$ cat src/rtl/jk_excite_driver.sv
// jk_excite_driver: valid-ready write controller that excites a JK flip-flop bank, pulses it once per attempt and checks Q
// Build option JK_DRV_VERIFY_EN: when defined, settle wait, Q compare and retries are built; otherwise done follows the pulse.
// Ports:
//   clk, _reset          rising-edge clock, asynchronous active-low reset
//   req_valid/req_ready  request handshake; req_mode 00 load, 01 toggle, 1x hold
//   req_data             load target value or toggle mask
//   q_fb                 Q outputs of the flip-flop bank
//   j, k, jk_clk         per-bit excitation and single-cycle bank clock
//   busy, done, err      not idle / completion pulse / retries-exhausted pulse
module jk_excite_driver #(
    parameter int WIDTH     = 4,
    parameter int SETTLE    = 2,
    parameter int MAX_RETRY = 3
) (
    input  logic             clk,
    input  logic             _reset,
    input  logic             req_valid,
    output logic             req_ready,
    input  logic [1:0]       req_mode,
    input  logic [WIDTH-1:0] req_data,
    input  logic [WIDTH-1:0] q_fb,
    output logic [WIDTH-1:0] j,
    output logic [WIDTH-1:0] k,
    output logic             jk_clk,
    output logic             busy,
    output logic             done,
    output logic             err
);
    typedef enum logic [2:0] {S_IDLE, S_HOLDDN, S_SETUP, S_PULSE, S_SETTLE, S_CHECK, S_DONE} state_t;
    state_t state, state_n;
    logic rdy;
    logic accept, toggle, drive;
    logic [WIDTH-1:0] jq, kq;
    if (WIDTH < 1 || SETTLE < 0 || MAX_RETRY < 0) begin : g_bad_params
        $error("jk_excite_driver: illegal parameter values");
    end
    assign accept = req_valid & req_ready;
    assign toggle = req_mode == 2'b01;
`ifdef JK_DRV_VERIFY_EN
    localparam int CW = SETTLE > 1 ? $clog2(SETTLE) : 1;
    localparam int RW = MAX_RETRY > 0 ? $clog2(MAX_RETRY + 1) : 1;
    logic [WIDTH-1:0] exp_q;
    logic [CW-1:0]    cnt;
    logic [RW-1:0]    retry;
    logic             match, can_retry;
    assign match     = q_fb == exp_q;
    assign can_retry = retry < RW'(MAX_RETRY);
`endif
    // rdy keeps req_ready low until the first edge after reset release
    always_ff @(posedge clk or negedge _reset) begin
        if (!_reset) begin
            state <= S_IDLE;
            rdy   <= 1'b0;
            jq    <= '0;
            kq    <= '0;
`ifdef JK_DRV_VERIFY_EN
            exp_q <= '0;
            cnt   <= '0;
            retry <= '0;
`endif
        end else begin
            state <= state_n;
            rdy   <= 1'b1;
            if (accept) begin
                jq <= toggle ? req_data : ~q_fb & req_data;
                kq <= toggle ? req_data : q_fb & ~req_data;
            end
`ifdef JK_DRV_VERIFY_EN
            if (accept) begin
                exp_q <= req_mode == 2'b00 ? req_data : toggle ? q_fb ^ req_data : q_fb;
                retry <= '0;
            end
            cnt <= state == S_SETTLE ? cnt + 1'b1 : '0;
            // retries always steer toward the captured target, even after a toggle
            if (state == S_CHECK && !match && can_retry) begin
                retry <= retry + 1'b1;
                jq    <= ~q_fb & exp_q;
                kq    <= q_fb & ~exp_q;
            end
`endif
        end
    end
    always_comb begin
        state_n = state;
        case (state)
            S_IDLE:   state_n = accept ? (req_mode[1] ? S_HOLDDN : S_SETUP) : S_IDLE;
            S_SETUP:  state_n = S_PULSE;
`ifdef JK_DRV_VERIFY_EN
            S_PULSE:  state_n = SETTLE == 0 ? S_CHECK : S_SETTLE;
            S_SETTLE: state_n = cnt == CW'(SETTLE - 1) ? S_CHECK : S_SETTLE;
            S_CHECK:  state_n = !match && can_retry ? S_SETUP : S_IDLE;
`else
            S_PULSE:  state_n = S_DONE;
`endif
            default:  state_n = S_IDLE;
        endcase
    end
    assign drive     = state == S_SETUP || state == S_PULSE;
    assign j         = drive ? jq : '0;
    assign k         = drive ? kq : '0;
    assign jk_clk    = state == S_PULSE;
    assign busy      = state != S_IDLE;
    assign req_ready = rdy && state == S_IDLE;
`ifdef JK_DRV_VERIFY_EN
    assign done = state == S_HOLDDN || (state == S_CHECK && match);
    assign err  = state == S_CHECK && !match && !can_retry;
`else
    assign done = state == S_HOLDDN || state == S_DONE;
    assign err  = 1'b0;
`endif
endmodule

$ cat config.mk
export PLATFORM = sky130hd
export DESIGN_NAME = jk_excite_driver
export DESIGN_NICKNAME = d
export VERILOG_FILES = /design/src/rtl/jk_excite_driver.sv
export SDC_FILE = /design/constraint.sdc
export NUM_CORES = 1
export LEC_CHECK = 0
export ABC_AREA = 1
export CAP_MARGIN = 20
export CORE_MARGIN = 2
export CORE_UTILIZATION = 25
export DETAILED_ROUTE_END_ITERATION = 12
export GPL_TIMING_DRIVEN = 0
export PLACE_DENSITY_LB_ADDON = 0.15
export REMOVE_ABC_BUFFERS = 1
export SETUP_SLACK_MARGIN = 0.1
export SLEW_MARGIN = 20
export SYNTH_ARGS = -nofsm -noshare
export SYNTH_HDL_FRONTEND = slang
export SYNTH_SLANG_ARGS = --single-unit
$ cat constraint.sdc
create_clock -name clk -period 1 [get_ports clk]
set_input_delay 0.3 -clock clk [delete_from_list [all_inputs] [get_ports clk]]
set_output_delay 0.3 -clock clk [all_outputs]
set_load 0.005 [all_outputs]
==> results of run 1 <==
-- final cells by class --
class	count	area, um^2
inverters	18	75.1
fillers	307	1590
multi-input cells	68	433
clock buffers	3	22.5
repair buffers	30	246
flip-flops and latches	12	303
well taps	31	38.8
-- metal layers --
| layer | vias to the layer above | wire, um |
|---|---|---|
| li1 | 362 | - |
| met1 | 324 | 745 |
| met2 | 16 | 879 |
| met3 | 2 | 88 |
| met4 | 0 | 25 |
| met5 | - | 0 |
-- what timing repair did --
| item | CTS | global route |
|---|---|---|
| endpoints found under the setup margin | 23 | 35 |
| buffers inserted | 6 | 0 |
| gates resized for setup | 70 | 15 |
| pin swaps | 10 | 8 |
| gates cloned | 2 | 0 |
-- registers in the layout, summed over array words and instances (netlist names) --
register and count:
jq 4, kq 4, rdy 1, state 3
-- how the worst max path moves through the flow --
stage,end,cells past startpoint,start
finish,req_ready,5,state[1]
global route,req_ready,5,state[1]
CTS,j[0],4,state[2]
detailed placement,j[2],4,state[2]
global placement,j[2],4,state[2]
floorplan,j[0],3,state[2]
-- cells by family after synthesis --
kind of cell,count (synthesis),synth area share
AND/OR/NAND/NOR,58,0.401
buffers and inverters,20,0.115
AO/OA/AOI/OAI,6,0.0430
flip-flops,12,0.430
other,2,0.0108
-- metrics by stage --
| step | instance area [um^2] | hold slack, ns |
|---|---|---|
| after floorplan | 686 | 0.00441 |
| after global placement | 965 | 0.462 |
| after detailed placement | 965 | 0.468 |
| after CTS | 1070 | 0.413 |
| after global routing | 1120 | 0.0580 |
| final | 1120 | 0.00931 |
-- cells in the final DEF, fill, tap and decap left out, drive strengths merged --
cell type,instances
dfrtp,12
clkbuf,3
nand3,7
a21oi,4
nand4,2
buf,18
conb,2
nand2,38
o21ai,2
dlymetal6s2s,1
nor2,13
clkinv,1
clkdlybuf4s50,11
inv,17
-- critical path, stage by stage (launching register included) --
cell and delay (ns):
dfrtp_2 0.44, nor2_4 0.15, buf_6 0.11, nand3_4 0.06, inv_2 0.05, buf_2 0.10
-- synth_stat cells --
library cell and instances:
nand3_4 1, o21ai_1 2, nand3_1 6, buf_4 1, nor2_8 1, a21oi_1 4
buf_2 1, inv_1 17, dfrtp_1 12, nor2_4 1, conb_1 2, inv_2 1
nor2_1 11, nand4_4 1, nand2_1 37
-- power breakdown --
part           switching [mW]  leakage (nW)  internal, mW  total, mW
logic                   0.817         0.418         0.715       1.53
clock network           0.152        0.0138         0.139      0.292
registers               0.140         0.151         0.671      0.811
==> impl_results.md, run 1 <==
* Outcome: complete, but fails checks
* Failing checks: negative setup slack
* Share of cells above drive strength 1 at 0.389
* First-pass GRT wire length at between 3 and 4 mm
* Reg-to-reg endpoint: kq[1]
* Final net count at 146
* Final core occ at 0.413
* Crit path time final at 1.47 ns
* Setup violators final at 22
* Placed wire-length estimate at approximately 1.1 mm
* Share of the yosys chip area belonging to registers at 0.430
* Tot GR Track Use at 0.126
* Vias per inst at approximately 4.3
* Pre-antenna DRT Iters at 4
* Dpl ws at -0.760 ns
* CP required at roughly 0.70 ns
* Routing usage on met1 at 0.151
* Crit-path max FO at 3
* Reg2reg path depth at 7
* TNS Setup at -7.43 ns
* Flops & latches, synth at 12
* CP Data Arrival Time at 1.17 ns
* Period utilisation layout at 1.47
* Final Worst Setup Slack at -0.469 ns
* Hold crit path type: input port to asynchronous set/reset pin
* Most Crowded Layer GR: met2
* Post-CTS Hold Fix Bufs at 0
* Clock Latency Late Sink at 0.27 ns
* Die Wd at 56.8 um
* Syn Inst Count at 98
* DP Cell Count at 151
* Core Footprint at 2710 um^2
* Leak at 0.583 nW
* Die area at 3230 um^2
* Initial antenna violation count at 0
* Worst reg2reg startpoint: state[1]
* Largest net degree at the start of global routing at 13
* Clk_skew at 0.000342 ns
* H-tree lvl count at 1
* Flop-to-flop setup slack at -0.28 ns
* DRC errors left at 0
* Area delta synth->final at 60.2%
* Area of the mapped netlist at 698 um^2
* CTS max path bufs at 2
* Met3 GRT Util at 0.0253
* Row Count at 19
* Slew @ Worst Pin at 0.576 ns
* Top cell type's share of synthesized area at 0.430
* Post-synth top area cell: dfrtp_1
* Reg clk slew, reported paths at ~0.070 ns
* ANT cells at 0
* Synth unique cells at 15
* Clock sink count at 12
* Clock Root Buffer: clkbuf_4
* Pwr Total at 2.63 mW
* CTS tree: done
* Vias in the first global route at 691
* Fin cells at 162
* Port Buffers at 24
* Max-Cap Viols at 0
* Ports at 26
* Drt total wl at approximately 1.7 mm
* Initial Utilization at 0.258
* Vias at 704
* Synth warn at 0
* Max-slew violations at 0
* DRT iter0 DRCs at 24
* Grt ovf at 0
* Routability cong. at 0.725
* Final Hold Viols at 0
* CTS Buf Count at 3
* Number of routed nets with antenna violations at 0
* Drt wl/cell at 10.7 um
* Met2 Track Usage GR at 0.213
* RSZ-0062 raised after global routing: yes
* Top post-synthesis cells by area: dfrtp_1 (43%), nand2_1 (20%), inv_1 (9.1%)
* Average size of a mapped cell at about 7.1 um^2
* Max VDD drop at 0.00142 V
* PD cells at 2360 nW/um^2
* Slew HR at 0.615
* Crit. End Element: output port
* Fmax at 0.681 GHz
* Worst setup SP type: register
* Crit Path Class: register to output port
* Die H at 56.8 um
No activity file was read; power rests on OpenSTA's default activity.
==> run 2, diff against run 1 <==
Settings changed: HOLD_SLACK_MARGIN set to 0.08.
==> results of run 2 <==
Final layout, timing and power as in run 1 (identical DEF).
